<file path="config.mk">
export PLATFORM = sky130hd
export DESIGN_NAME = up_down_counter_n
export DESIGN_NICKNAME = d
export VERILOG_FILES = /design/src/rtl/up_down_counter_n.sv
export SDC_FILE = /design/constraint.sdc
export NUM_CORES = 1
export LEC_CHECK = 0
export ABC_AREA = 1
export CAP_MARGIN = 25
export CORE_ASPECT_RATIO = 1.1
export CORE_MARGIN = 1.5
export CORE_UTILIZATION = 49
export DETAILED_ROUTE_END_ITERATION = 10
export PLACE_DENSITY_LB_ADDON = 0.08
export SLEW_MARGIN = 10
export SYNTH_ARGS = -nofsm -noshare
export SYNTH_HDL_FRONTEND = slang
export SYNTH_SLANG_ARGS = --single-unit
</file>
<file path="constraint.sdc">
create_clock -name clk -period 2.7 [get_ports clk]
set_clock_uncertainty 0.2 [all_clocks]
set_input_delay 0.27 -clock clk [delete_from_list [all_inputs] [get_ports clk]]
set_output_delay 0.27 -clock clk [all_outputs]
set_load 0.05 [all_outputs]
</file>
<file path="src/rtl/up_down_counter_n.sv">
// up_down_counter_n: parametrised synchronous up/down counter.
// Features: configurable width and modulus (0..MAX), count enable,
// synchronous parallel load with clamp to MAX, combinational terminal
// count and registered one-cycle wrap indicators.
// Optional build macro: UP_DOWN_COUNTER_N_SATURATE_EN
//   undefined -> count wraps at the bounds (MAX->0 going up, 0->MAX going down)
//   defined   -> count saturates at the bounds (holds MAX / holds 0)
// In both builds wrap_up / wrap_dn pulse on every boundary event.
module up_down_counter_n #(
  parameter int unsigned          WIDTH   = 8,
  parameter logic [WIDTH-1:0]     MAX     = {WIDTH{1'b1}},
  parameter logic [WIDTH-1:0]     RST_VAL = {WIDTH{1'b0}}
) (
  input  logic             clk,
  input  logic             rst,
  input  logic             en,
  input  logic             mode,
  input  logic             load,
  input  logic [WIDTH-1:0] load_val,
  output logic [WIDTH-1:0] q,
  output logic             tc,
  output logic             wrap_up,
  output logic             wrap_dn
);

  localparam logic [WIDTH-1:0] ZERO = {WIDTH{1'b0}};
  localparam logic [WIDTH-1:0] ONE  = {{(WIDTH-1){1'b0}}, 1'b1};

  // Value taken when a count runs into a bound. Wrap mode jumps to the
  // opposite bound; saturate mode stays put. Binary rollover is never
  // used, so MAX below 2**WIDTH-1 behaves the same as a full-range counter.
`ifdef UP_DOWN_COUNTER_N_SATURATE_EN
  localparam logic [WIDTH-1:0] UP_BOUND_NEXT = MAX;
  localparam logic [WIDTH-1:0] DN_BOUND_NEXT = ZERO;
`else
  localparam logic [WIDTH-1:0] UP_BOUND_NEXT = ZERO;
  localparam logic [WIDTH-1:0] DN_BOUND_NEXT = MAX;
`endif

  logic [WIDTH-1:0] q_q;
  logic [WIDTH-1:0] q_d;
  logic             wrap_up_q;
  logic             wrap_up_d;
  logic             wrap_dn_q;
  logic             wrap_dn_d;
  logic             at_max_s;
  logic             at_zero_s;
  logic [WIDTH-1:0] load_clamped_s;

  assign at_max_s       = (q_q == MAX);
  assign at_zero_s      = (q_q == ZERO);
  assign load_clamped_s = (load_val > MAX) ? MAX : load_val;

  // Next-state: load beats count beats hold; wrap flags only set on a bound hit.
  always_comb begin
    q_d       = q_q;
    wrap_up_d = 1'b0;
    wrap_dn_d = 1'b0;
    if (load) begin
      q_d = load_clamped_s;
    end else if (en) begin
      if (mode) begin
        if (at_max_s) begin
          q_d       = UP_BOUND_NEXT;
          wrap_up_d = 1'b1;
        end else begin
          q_d = q_q + ONE;
        end
      end else begin
        if (at_zero_s) begin
          q_d       = DN_BOUND_NEXT;
          wrap_dn_d = 1'b1;
        end else begin
          q_d = q_q - ONE;
        end
      end
    end else begin
      q_d = q_q;
    end
  end

  // State register with synchronous reset overriding load/count.
  always_ff @(posedge clk) begin
    if (rst) begin
      q_q       <= RST_VAL;
      wrap_up_q <= 1'b0;
      wrap_dn_q <= 1'b0;
    end else begin
      q_q       <= q_d;
      wrap_up_q <= wrap_up_d;
      wrap_dn_q <= wrap_dn_d;
    end
  end

  // Terminal count looks at the bound the current direction is heading for;
  // it ignores en so it can gate the enable of a following stage.
  assign tc      = mode ? at_max_s : at_zero_s;
  assign q       = q_q;
  assign wrap_up = wrap_up_q;
  assign wrap_dn = wrap_dn_q;

endmodule

</file>
==> results of run 1 <==
==> logic make-up after synthesis <==
family                   synth area share [%]
AO/OA/AOI/OAI                            14.8
XOR/XNOR                                 5.49
adder cells (fa/ha/maj)                  4.71
buffers and inverters                    9.42
flip-flops                               25.1
AND/OR/NAND/NOR                          40.5
==> final cells by class <==
class / instances / area (µm²) / share of cell area [%]
multi-input cells: 100 / 522 / 47.8
repair buffers: 24 / 248 / 22.7
flip-flops and latches: 10 / 200 / 18.3
inverters: 17 / 63.8 / 5.85
clock buffers: 4 / 36.3 / 3.33
well taps: 17 / 21.3 / 1.95
==> registers in the layout, summed over array words and instances, names as in the netlist <==
| signal | flops |
|---|---|
| wrap_dn | 1 |
| wrap_up | 1 |
| q | 8 |
==> cell usage after synthesis (2+ instances only) <==
| cell type | n |
|---|---|
| nor2_1 | 17 |
| nand2_1 | 30 |
| o21ai_0 | 7 |
| ha_1 | 3 |
| inv_1 | 15 |
| nor2_2 | 4 |
| xor2_1 | 4 |
| inv_2 | 2 |
| nand2_2 | 2 |
| a21oi_1 | 7 |
| o221ai_1 | 2 |
| nand3_1 | 13 |
| nor2_4 | 2 |
| nor3_1 | 3 |
| dfxtp_1 | 10 |
==> worst max path at each step <==
| stage | end | slack [ps] | cells after the start |
|---|---|---|---|
| after detailed placement | tc | 630 | 7 |
| after global placement | tc | 690 | 7 |
| after CTS | tc | 570 | 6 |
| final | tc | 550 | 6 |
| after floorplan | tc | 550 | 5 |
| after global routing | tc | 440 | 6 |
==> worst reg2reg max path, delay by kind of cell, from the launching register on <==
family                   cells  cell delay (ps)
flip-flops                   1              340
AND/OR/NAND/NOR              7              600
AO/OA/AOI/OAI                1              100
adder cells (fa/ha/maj)      1              230
buffers and inverters        1              230
==> power by group through the flow <==
stage | clock network (W) | logic, W | registers [W]
CTS | 0.000142 | 0.000186 | 0.000176
global route | 0.000146 | 0.000204 | 0.000179
detailed placement | 0 | 0.000185 | 0.000180
floorplan | 0 | 0.0000907 | 0.000211
global placement | 0 | 0.000182 | 0.000180
finish | 0.000145 | 0.000187 | 0.000176
==> metrics by stage <==
| stage | cell area [µm²] | power [W] | util (%) | hold WS, ps |
|---|---|---|---|---|
| finish | 1090 | 0.000508 | 70.9 | 332 |
| global route | 1090 | 0.000528 | 70.9 | 387 |
| CTS | 1090 | 0.000504 | 70.9 | 338 |
| detailed placement | 1050 | 0.000365 | 68.5 | 327 |
| global placement | 1050 | 0.000362 | 68.5 | 324 |
| floorplan | 797 | 0.000301 | - | 139 |
==> metal layers <==
layer | wire length [µm] | share of wire (%)
met1 | 945 | 45
met2 | 967 | 46
met3 | 147 | 6.9
met4 | 59 | 2.8
met5 | 0 | 0
==> results.md, run 1 <==
- PortBufs: 23
- Antenna Nets Post-Route: 0
- Setup violators final: 0
- Hold WC Path Type: reg -> reg
- Area delta synth->final: 36.9%
- Synth top area share: 25.1%
- FMAX: 0.466 GHz
- All-Layer GR Usage: 24.1%
- Int Power: 0.000313 W
- Total routed wirelength: 2120 µm
- Residual DRC count: 0
- Top post-synthesis cells by area: dfxtp_1, nand2_1, nand3_1
- Max Root-Sink Buffers: 2
- Final Critical Period: 2150 ps
- MaxCap Viol Count: 0
- Worst EP arrival: 1680 ps
- TritonCTS buffer count: 3
- Ant. Diodes: 0
- Hold path startpoint: q[7]
- Grt met2 use: 39.7%
- Setup crit start kind: flip-flop
- Setup TNS: 0 ps
- CP required: 2230 ps
- Cell mode on critical path: nand2_1
- Yosys synthesis warning count: 0
- Die Footprint: 1880 µm²
- # IOs: 24
- CP cell instances: ha_1 -> nand2_1 -> nor2_2 -> nand3_1 -> nand2_1 -> buf_12
- Worst Hold Depth: 2
- Routability congestion estimate: 0.933
- Register area share after synthesis: 25.1%
- Initial antenna violation count: 0
- Number of global-route vias before repair: 842
- Met1 usage: 28.6%
- Largest net degree at the start of global routing: 9
- Actual slew at the worst max-slew pin: 494 ps
- Syn avg cell area: 6.23 µm²
- DIE WIDTH: 41.5 µm
- Post-synth ARST share: 0%
- Net Sw Power: 0.000195 W
- H-tree depth: 1
- Sequential share of power: 34.7%
- Final hold vios: 0
- Leakage: 0.475 nW
- Comb power frac: 36.8%
- Share of layout cells above drive strength 1: 10.3%
- GR Util met3: 3.60%
- Final Non-Filler Cells: 172
- CP top delay family: simple AND/OR/NAND/NOR gates
- DRT Pass-1 Iters: 5
- RR Startpoint: q[0]
- FF-to-FF path depth: 10
- HPWL Detailed: 1600 µm
- Maximum fanout along the worst path: 6
- Critical path buffer and inverter count: 1
- Postcts setup bufs: 0
- PD cells: 466 nW/µm²
- Root Buffer Master: clkbuf_4
- CTS tree: built
- Initial Utilization: 51.8%
- Critical Path End Type: output port
- First-pass GRT wire length: 3480 µm
- Skew-Pair Late Insertion Delay: 280 ps
- Total gr overflow: 0
- Cts repair resizes: 0
- Switching share of power: 38.4%
- RSZ-0062 raised after global routing: false
- Initial DRC count: 19
- Part of the cycle the worst path needs: 79.6%
- Final layout net count: 172
- Commonest cells after routing, fill and taps aside: nand2_1, clkdlybuf4s50_1, nor2_1, inv_1, nand3_1
- Hold buffers post-CTS: 0
- Cells after Synth: 128
- Primary FF master, synth: dfxtp_1
- Dominant cell type by area after synthesis: dfxtp_1
- Vias per cell: 5.44
- Total clock sinks: 10
- Fill count: 142
- Outcome: finished clean
- EDFF count, synth: 0
- Slowest CP cell: dfxtp_1
- Synth cell types: 22
- Flop2flop setup slack: 910 ps
- Row cnt: 15
- Commonest non-fill, non-tap cell in the layout: nand2_1
- CP peak stage delay: 460 ps
- Setup ws final: 552 ps
- Core Region: 1540 µm²
- #FFs+latches synth: 10
- Worst Hold End: q[7]
- Via total after detailed routing: 936
- Placed cell count: 168
- Mapped cell area: 797 µm²
- Fin. max-slew vios: 0
- Clk pin slew, worst setup/hold paths: 80 ps
- Most used routing layer: met2
- Maximum vdd drop: 0.316 mV
- Syn_nets: 144
- Wire per inst: 12.3 µm
- Clk pwr share: 28.5%
- Worst slack, placed: 634 ps
- Reg-to-Reg End: q[6]
- Crit path kind: reg -> out
- Slew HR: 67.0%
- CP Launch Point: q[1]
- Die height: 45.3 µm
Note: power is estimated with default switching activity, not from simulation.
==> inputs of run 2 (changes only) <==
--- a/config.mk
+++ b/config.mk
@@ -9,7 +9,7 @@
 export CAP_MARGIN = 25
 export CORE_ASPECT_RATIO = 1.1
 export CORE_MARGIN = 1.5
-export CORE_UTILIZATION = 49
+export CORE_UTILIZATION = 45
 export DETAILED_ROUTE_END_ITERATION = 10
 export PLACE_DENSITY_LB_ADDON = 0.08
 export SLEW_MARGIN = 10
==> constraint.sdc (replaced) <==
create_clock -name clk -period 2.2 [get_ports clk]
set_clock_uncertainty 0.2 [all_clocks]
set_input_delay 0.22 -clock clk [delete_from_list [all_inputs] [get_ports clk]]
set_output_delay 0.22 -clock clk [all_outputs]
set_load 0.05 [all_outputs]
==> run 2 against run 1 <==
Net effect: final area did not move; flip-flop and latch count did not move; critical path depth unchanged.
==> results.md, run 2 (synthesis gave the netlist of run 1 again) <==
- Area delta synth->final: 36.9% (unchanged)
- Max FFs per register: 8 (unchanged)
- Clk pin slew, worst setup/hold paths: 70 ps (about the same)
- Wire per inst: 12.2 µm (-1.3%)
- Cell mode on critical path: nand2_1
- Core Region: 1610 µm² (+4.9%)
- Hold buffers post-CTS: 0 (unchanged)
- HPWL Detailed: 1620 µm (+0.82%)
- Flop2flop setup slack: 450 ps (-460 ps)
- Initial antenna violation count: 0 (unchanged)
- Fill count: 145 (+2.1%)
- Antenna Nets Post-Route: 0 (unchanged)
- Total routed wirelength: 2090 µm (-1.3%)
- Final core utilization: 67.6% (-3.3 points)
- Reg-to-Reg End: q[6]
- Postcts setup bufs: 0 (unchanged)
- Final layout net count: 172 (unchanged)
- Placed cell count: 168 (unchanged)
- CP peak stage delay: 450 ps (about the same)
- Via total after detailed routing: 891 (-4.8%)
- Design area: 1090 µm² (unchanged)
- WL met3: 141 µm (-4.1%)
- PD cells: 568 nW/µm² (+22%)
- RR Startpoint: q[0]
- # IOs: 24 (unchanged)
- Setup crit start kind: flip-flop
- Hold WC Path Type: in -> reg
- Wl on met1: 917 µm (-3.0%)
- Initial DRC count: 18 (-1)
- DIE WIDTH: 43.1 µm (+4.0%)
- Die height: 47.1 µm (+4.1%)
- Die Footprint: 2030 µm² (+8.3%)
- Crit path depth: 6 (unchanged)
- Initial Utilization: 49.4% (-2.4 points)
- Leakage: 0.475 nW (unchanged)
- Number of global-route vias before repair: 796 (-5.5%)
- CTS tree: built
- Worst EP arrival: 1670 ps (about the same)
- Placed inst area: 1050 µm² (unchanged)
- Slowest CP cell: dfxtp_1
- Total gr overflow: 0 (unchanged)
- Setup TNS: 0 ps (unchanged)
- Slew HR: 66.7% (-0.28 points)
- H-tree depth: 1 (unchanged)
- Critical path buffer and inverter count: 1 (unchanged)
- First-pass GRT wire length: 3450 µm (-0.78%)
- Root Buffer Master: clkbuf_4
- FMAX: 0.478 GHz
- CP cell instances: ha_1 -> nand2_1 -> nor2_2 -> nand3_1 -> nand2_1 -> buf_12
- Commonest non-fill, non-tap cell in the layout: nand2_1
- Top layer in use: met4
- Actual slew at the worst max-slew pin: 498 ps (+4.26 ps)
- Max Root-Sink Buffers: 2 (unchanged)
- Worst Hold End: q[1]
- Vias per cell: 5.18 (-4.8%)
- Outcome: finished clean
- All-Layer GR Usage: 23.2% (-0.85 points)
- Final hold vios: 0 (unchanged)
- Share of layout cells above drive strength 1: 10.3% (unchanged)
- Largest net degree at the start of global routing: 9 (unchanged)
- Final Total Pwr: 0.000620 W (+22%)
- Critical Path End Type: output port
- Maximum fanout along the worst path: 6 (unchanged)
- Part of the cycle the worst path needs: 95.1%
- Maximum vdd drop: 0.439 mV (+39%)
- Worst Hold Depth: 3 (+1)
- Final Critical Period: 2090 ps
- Final Non-Filler Cells: 172 (unchanged)
- Setup violators final: 0 (unchanged)
- PortBufs: 23 (unchanged)
- Crit path kind: reg -> out
- Commonest cells after routing, fill and taps aside: nand2_1, clkdlybuf4s50_1, nor2_1, inv_1, nand3_1
- CP required: 1780 ps (-450 ps)
- DRT Pass-1 Iters: 4 (-1)
- Ant. Diodes: 0 (unchanged)
- Residual DRC count: 0 (unchanged)
- MaxCap Viol Count: 0 (unchanged)
- Hold path startpoint: load_val[1]
- Cts repair resizes: 0 (unchanged)
- Skew-Pair Late Insertion Delay: 280 ps (about the same)
- Total clock sinks: 10 (unchanged)
- Row cnt: 15 (unchanged)
- TritonCTS buffer count: 3 (unchanged)
- WL met2: 997 µm (+3.1%)
- Fin. max-slew vios: 0 (unchanged)
- FF-to-FF path depth: 10 (unchanged)
- CP top delay family: simple AND/OR/NAND/NOR gates
- RSZ-0062 raised after global routing: false
- Routability congestion estimate: 0.873 (-6.4%)
-- run 2: cell counts in the layout (fill, tap and decap cells not counted) --
Identical to the previous run, type by type.
-- run 2: layout make-up --
type / instances / area [µm²] / share of cell area, %
Clock buffer: 4 / 36.3 / 3.33
Inverter: 17 / 63.8 / 5.85
Multi-Input combinational cell: 100 / 522 / 47.8
Sequential cell: 10 / 200 / 18.3
Tap cell: 17 / 21.3 / 1.95
Timing Repair Buffer: 24 / 248 / 22.7
-- run 2: tightest hold or removal path, stage by stage --
cell and delay, ps:
clkdlybuf4s50_1 390, nand2_1 60, a31oi_1 80
-- run 2: power by group --
group	internal (W)	leakage [nW]	switching (W)
clock	0.000101	0.0210	0.0000745
combinational	0.0000895	0.371	0.000138
sequential	0.000194	0.0826	0.0000226
-- run 2: metal layers --
layer  track usage [%]  vias to the layer above
met5                 0                        -
met2              39.1                       30
met1              29.4                      387
met3              3.85                        5
li1                  -                      469
met4              10.9                        0
-- run 2: worst max path at each step --
| stage | start | end | slack [ps] |
|---|---|---|---|
| after global placement | mode | tc | 280 |
| final | q[1] | tc | 110 |
| after global routing | q[1] | tc | 10 |
| after CTS | q[0] | tc | 110 |
| after floorplan | q[1] | tc | 100 |
| after detailed placement | mode | tc | 250 |
-- run 2: stage by stage --
stage / hold slack [ps] / setup WS (ps)
2_1_floorplan: 89.1 / 98.3
3_3_place_gp: 323 / 280
3_5_place_dp: 325 / 251
4_1_cts: 337 / 109
5_1_grt: 374 / 11.1
6_report: 325 / 108
